===== src/rtl/pipe_ctrl.sv =====
// pipe_ctrl: pipeline control unit.
// Generates the per-stage stall vector and the branch flush/redirect consumed by the
// inter-stage registers (if_id, id_ex, ex_mem, mem_wb). Hazard sources are load-use,
// IF fetch misses, MEM busy and EX branch redirects. A redirect raised while MEM is
// stalled is held in pend_tgt_q and issued on the first cycle MEM frees up.
//
// Optional feature: define PIPE_CTRL_PERF_EN to build the stall/flush perf counters;
// otherwise stall_cycles_out and flush_count_out are tied to zero.
//
// Ports:
//   clk_in, rst_in (sync, active-low), rdy_in (low = freeze everything)
//   if_stall_req, mem_stall_req          stall requests from IF / MEM
//   id_rs{1,2}_read, id_rs{1,2}_addr     ID source operands
//   ex_loading_in, ex_rd_addr_in         EX load destination
//   ex_branch_in, ex_target_in           EX redirect request
//   stall[5:0]                           [0]pc [1]if_id [2]id_ex [3]ex_mem [4]mem_wb [5]wb
//   branch_flag_out, branch_target_out   flush + redirect pc (target 0 when no flush)
//   stall_cycles_out, flush_count_out    perf counters
module pipe_ctrl #(
    parameter int unsigned ADDR_W = 32,
    parameter int unsigned REG_AW = 5,
    parameter int unsigned CNT_W  = 32
) (
    input  logic              clk_in,
    input  logic              rst_in,
    input  logic              rdy_in,
    input  logic              if_stall_req,
    input  logic              mem_stall_req,
    input  logic              id_rs1_read,
    input  logic [REG_AW-1:0] id_rs1_addr,
    input  logic              id_rs2_read,
    input  logic [REG_AW-1:0] id_rs2_addr,
    input  logic              ex_loading_in,
    input  logic [REG_AW-1:0] ex_rd_addr_in,
    input  logic              ex_branch_in,
    input  logic [ADDR_W-1:0] ex_target_in,
    output logic [5:0]        stall,
    output logic              branch_flag_out,
    output logic [ADDR_W-1:0] branch_target_out,
    output logic [CNT_W-1:0]  stall_cycles_out,
    output logic [CNT_W-1:0]  flush_count_out
);

    typedef enum logic [1:0] {
        StRun     = 2'd0,
        StMemWait = 2'd1,
        StRedir   = 2'd2
    } state_e;

    localparam logic [5:0] StallMem  = 6'b011111;
    localparam logic [5:0] StallLoad = 6'b000111;
    localparam logic [5:0] StallIf   = 6'b000011;
    localparam logic [5:0] StallAll  = 6'b111111;

    state_e            state_q, state_d;
    logic [ADDR_W-1:0] pend_tgt_q, pend_tgt_d;
    logic              load_use;

    // x0 is hardwired zero, so a load targeting it never creates a hazard.
    assign load_use = ex_loading_in && (ex_rd_addr_in != '0) &&
                      ((id_rs1_read && (id_rs1_addr == ex_rd_addr_in)) ||
                       (id_rs2_read && (id_rs2_addr == ex_rd_addr_in)));

    always_comb begin
        stall             = '0;
        branch_flag_out   = 1'b0;
        branch_target_out = '0;
        state_d           = state_q;
        pend_tgt_d        = pend_tgt_q;

        if (!rst_in) begin
            // Outputs stay quiet while in reset; state is cleared by the register.
        end else if (!rdy_in) begin
            stall = StallAll;
        end else begin
            case (state_q)
                // MEM_WAIT with mem busy behaves exactly like RUN's top priority, and once
                // mem frees the cycle is evaluated with RUN priority, so both share logic.
                StRun, StMemWait: begin
                    if (mem_stall_req) begin
                        stall = StallMem;
                        if (ex_branch_in) begin
                            pend_tgt_d = ex_target_in;
                            state_d    = StRedir;
                        end else begin
                            state_d = StMemWait;
                        end
                    end else begin
                        state_d = StRun;
                        if (ex_branch_in) begin
                            branch_flag_out   = 1'b1;
                            branch_target_out = ex_target_in;
                        end else if (load_use) begin
                            stall = StallLoad;
                        end else if (if_stall_req) begin
                            stall = StallIf;
                        end
                    end
                end
                StRedir: begin
                    if (mem_stall_req) begin
                        stall = StallMem;
                        // Oldest EX instruction is still resolving; keep its latest target.
                        if (ex_branch_in) begin
                            pend_tgt_d = ex_target_in;
                        end
                    end else begin
                        branch_flag_out   = 1'b1;
                        branch_target_out = pend_tgt_q;
                        state_d           = StRun;
                    end
                end
                default: state_d = StRun;
            endcase
        end
    end

    always_ff @(posedge clk_in) begin
        if (!rst_in) begin
            state_q    <= StRun;
            pend_tgt_q <= '0;
        end else if (rdy_in) begin
            state_q    <= state_d;
            pend_tgt_q <= pend_tgt_d;
        end
    end

`ifdef PIPE_CTRL_PERF_EN
    logic [CNT_W-1:0] stall_cnt_q;
    logic [CNT_W-1:0] flush_cnt_q;

    always_ff @(posedge clk_in) begin
        if (!rst_in) begin
            stall_cnt_q <= '0;
            flush_cnt_q <= '0;
        end else if (rdy_in) begin
            if (stall != '0) begin
                stall_cnt_q <= stall_cnt_q + CNT_W'(1);
            end
            if (branch_flag_out) begin
                flush_cnt_q <= flush_cnt_q + CNT_W'(1);
            end
        end
    end

    assign stall_cycles_out = stall_cnt_q;
    assign flush_count_out  = flush_cnt_q;
`else
    assign stall_cycles_out = '0;
    assign flush_count_out  = '0;
`endif

endmodule

===== config.mk =====
export PLATFORM = sky130hd
export DESIGN_NAME = pipe_ctrl
export DESIGN_NICKNAME = d
export VERILOG_FILES = /design/src/rtl/pipe_ctrl.sv
export SDC_FILE = /design/constraint.sdc
export NUM_CORES = 1
export LEC_CHECK = 0
export BUFFER_PORTS_ARGS = -buffer_cell sky130_fd_sc_hd__buf_2
export CAP_MARGIN = 0
export CORE_MARGIN = 2
export CORE_UTILIZATION = 25
export CTS_CLUSTER_DIAMETER = 150
export DETAILED_ROUTE_END_ITERATION = 6
export GPL_TIMING_DRIVEN = 0
export MAX_ROUTING_LAYER = met4
export PLACE_DENSITY = 0.52
export SYNTH_ARGS = -nofsm -noshare
export SYNTH_HDL_FRONTEND = slang
export SYNTH_SLANG_ARGS = --single-unit

===== constraint.sdc =====
create_clock -name clk_in -period 1.2 [get_ports clk_in]
set_input_delay 0.12 -clock clk_in [delete_from_list [all_inputs] [get_ports clk_in]]
set_output_delay 0.12 -clock clk_in [all_outputs]
set_load 0.01 [all_outputs]

==> reports/results.ini <==
[cells_and_area]
fin_cells = 623
finalNetCount = 546
nFillCells = 1065
diodes = 0
drive_gt1_share_pct = 42.4
areaGrowthSynthToFinish_pct = 46.8

[yosys]
synth_largest_area_cell = dfxtp_1
synth_top_area_share_pct = 27.6
synth_area_sq_mm = 0.00247
yosysWarnings = 0
ys_types = 32
synth-seq-area-share_pct = 27.6
synth_area_leaders = dfxtp_1, buf_4, nand2_1
syn_inst = 322
yosys_register_bits = 34
synth_area_per_cell_sq_um = 7.66

[cts]
cts_made_buffers = 5
ctsHoldBuffers = 0
root_buffer = clkbuf_8
worstSkewPairLatency_ps = 280
cts_buffer_depth = 2
clock_sinks = 34
clkSlewWorstSetupHoldPaths_ps = 70
htree_num_levels = 2
tritoncts = yes

[critical_path]
crit_arrival_ps = 1520
critPathMaxFanout = 10
cp-end-kind = output pin
crit_start = state_q[1]$_SDFFE_PN0P_
critical_path_class = reg2out
cp-start-kind = register
reg2reg_from = state_q[1]$_SDFFE_PN0P_
crit_required_ps = 1080

[placed_design]
port_buffers = 92
hpwl_um = 5340
dp_cells = 610
globalplace.congestion = 0.736

[run_status]
violations = negative setup slack
status = finished, violations left

[grt]
grt_first_pass_wirelength_um = 10600
grt_max_degree = 11
grt_pass1_vias = 2199
antenna_found_initial = 0
gr-total-overflow = 0
grtUsageTotal_pct = 13.1

[timing]
fin_skew_ps = 5.12
fin_ws_ps = -435
post-route-period-util_pct = 136
fmax_ghz = 0.612
finalSetupViolations = 68
grt_setup_unrepaired = yes
slew_violations = 0
timing.setup.tns_ps = -16990
fin_crit_ps = 1640
finalHoldViolCount = 0

[power]
clkPwrFrac_pct = 28.8
seq_power_share_pct = 42.9
combinationalPowerShare_pct = 28.3
vdd_ir_drop_max_uv = 470
power.density_mw_per_mm2 = 767
swShare_pct = 29.4
p_int_mw = 1.96
p_sw_mw = 0.817
p_leak_nw = 1.75

[min_path]
hp-class = in2reg
hold_start = ex_target_in[10]

[drt]
drcViolationCount = 0
wl_um = 6790
drtAntennaViolNets = 0
wl_met2_um = 3380
dr.pass1.iters = 4
viasPerCell = 3.95
met3WireLength_um = 437
wl_per_cell_um = 10.9
wl_met1_um = 2910
drt_iter0_drc = 40
via_count = 2459
top_layer = met4

[floorplan]
coreArea_sq_mm = 0.00968
rows = 36
die-area_sq_mm = 0.0107
fp.dieH_um = 103
io_pins = 159
chipWidth_um = 103
start_util_pct = 25.5

[job]
drv_cap = 0

[path summary, 6_finish.rpt]
kind,end,slack (ps),depth (start not counted)
max,branch_target_out[21],-440,6
min,pend_tgt_q[10]$_SDFFE_PN0P_,80,3
max reg2reg,pend_tgt_q[23]$_SDFFE_PN0P_,-120,6
min reg2reg,pend_tgt_q[3]$_SDFFE_PN0P_,460,2
[synth_stat cells]
master and count:
o21bai_1 1, clkbuf_2 1, xor2_1 8, clkbuf_1 4
o21ai_0 2, nor3b_4 1, nor2_1 35, nor2b_1 1
and2_0 1, conb_1 1, a31oi_1 1, a21bo_2 1
o2111ai_1 1, a21boi_0 20, a21boi_1 15, nand2_1 66
inv_1 1, nand4b_1 1, dfxtp_1 34, a32oi_1 1
buf_2 9, nand4_2 1, a22oi_1 32, nor3b_2 1
buf_4 67, xnor2_1 2, or4_1 1, nand3_1 2
nand2b_1 1, buf_6 7, and4_1 1, nor4_1 2
[registers in the layout, summed over array words and instances, names as in the netlist]
signal,flops
pend_tgt_q,32
state_q,2
[logic make-up (layout without fill, tap and decap cells)]
family,after synthesis,count (layout),share of synthesized area [%]
AND/OR/NAND/NOR,114,114,19.8
other,1,64,0.152
XOR/XNOR,10,10,3.55
AO/OA/AOI/OAI,74,74,22.5
buffers and inverters,89,194,26.4
flip-flops,34,34,27.6
[area by class of cell]
cell class                 count  area, sq um  area share [%]
clock buffer                   7         76.3            2.11
inverter                       1         3.75           0.104
sequential                    34          686            18.9
tap                          133          166            4.60
multi-input combinational    262         1470            40.6
timing repair buffer          98          519            14.3
buffer                        88          697            19.3
[worst max-delay path: stages (launching register included)]
cell,delay (ps)
dfxtp_4,390
nor3b_4,190
buf_6,160
buf_8,140
a22oi_1,90
nor2_1,110
buf_2,150
[per-stage QoR]
step	hold slack (ps)	util [%]	cell area [sq um]	total power, mW	setup slack (ps)
global placement	370	34.8	3370	1.93	-308
finish	83.1	37.4	3620	2.77	-435
CTS	71.9	36.5	3530	2.79	-450
floorplan	255	-	2750	1.73	-20.7
global route	88.5	37.4	3620	2.97	-549
detailed placement	378	34.8	3370	1.95	-338
[power groups by stage]
stage / Sequential [mW] / Clock, mW / Combinational, mW
after floorplan: 1.21 / 0 / 0.520
after global placement: 1.21 / 0 / 0.722
after detailed placement: 1.21 / 0 / 0.732
after CTS: 1.19 / 0.842 / 0.756
after global routing: 1.19 / 0.899 / 0.882
final: 1.19 / 0.800 / 0.785
[metal layers]
layer  up-vias  track usage [%]
li1       1276                -
met1      1081             15.6
met2        94             22.9
met3         8             2.42
met4         0             3.34
met5         -                -
[cell usage in the layout, fill, tap and decap left out, types with 3 or more instances in the layout]
cell / n
a21boi_0: 19
a21boi_1: 15
a22oi_1: 25
a22oi_2: 7
buf_2: 92
buf_4: 75
buf_6: 10
buf_8: 3
clkbuf_1: 4
clkbuf_4: 3
clkbuf_8: 5
conb_1: 64
dfxtp_1: 32
nand2_1: 66
nor2_1: 34
xor2_1: 8
[repair_timing]
action	CTS	global route
pin swaps	1	4
setup endpoints to repair	69	71
buffers inserted	4	2
resized for setup	15	19
No activity file was read; power rests on OpenSTA's default activity.
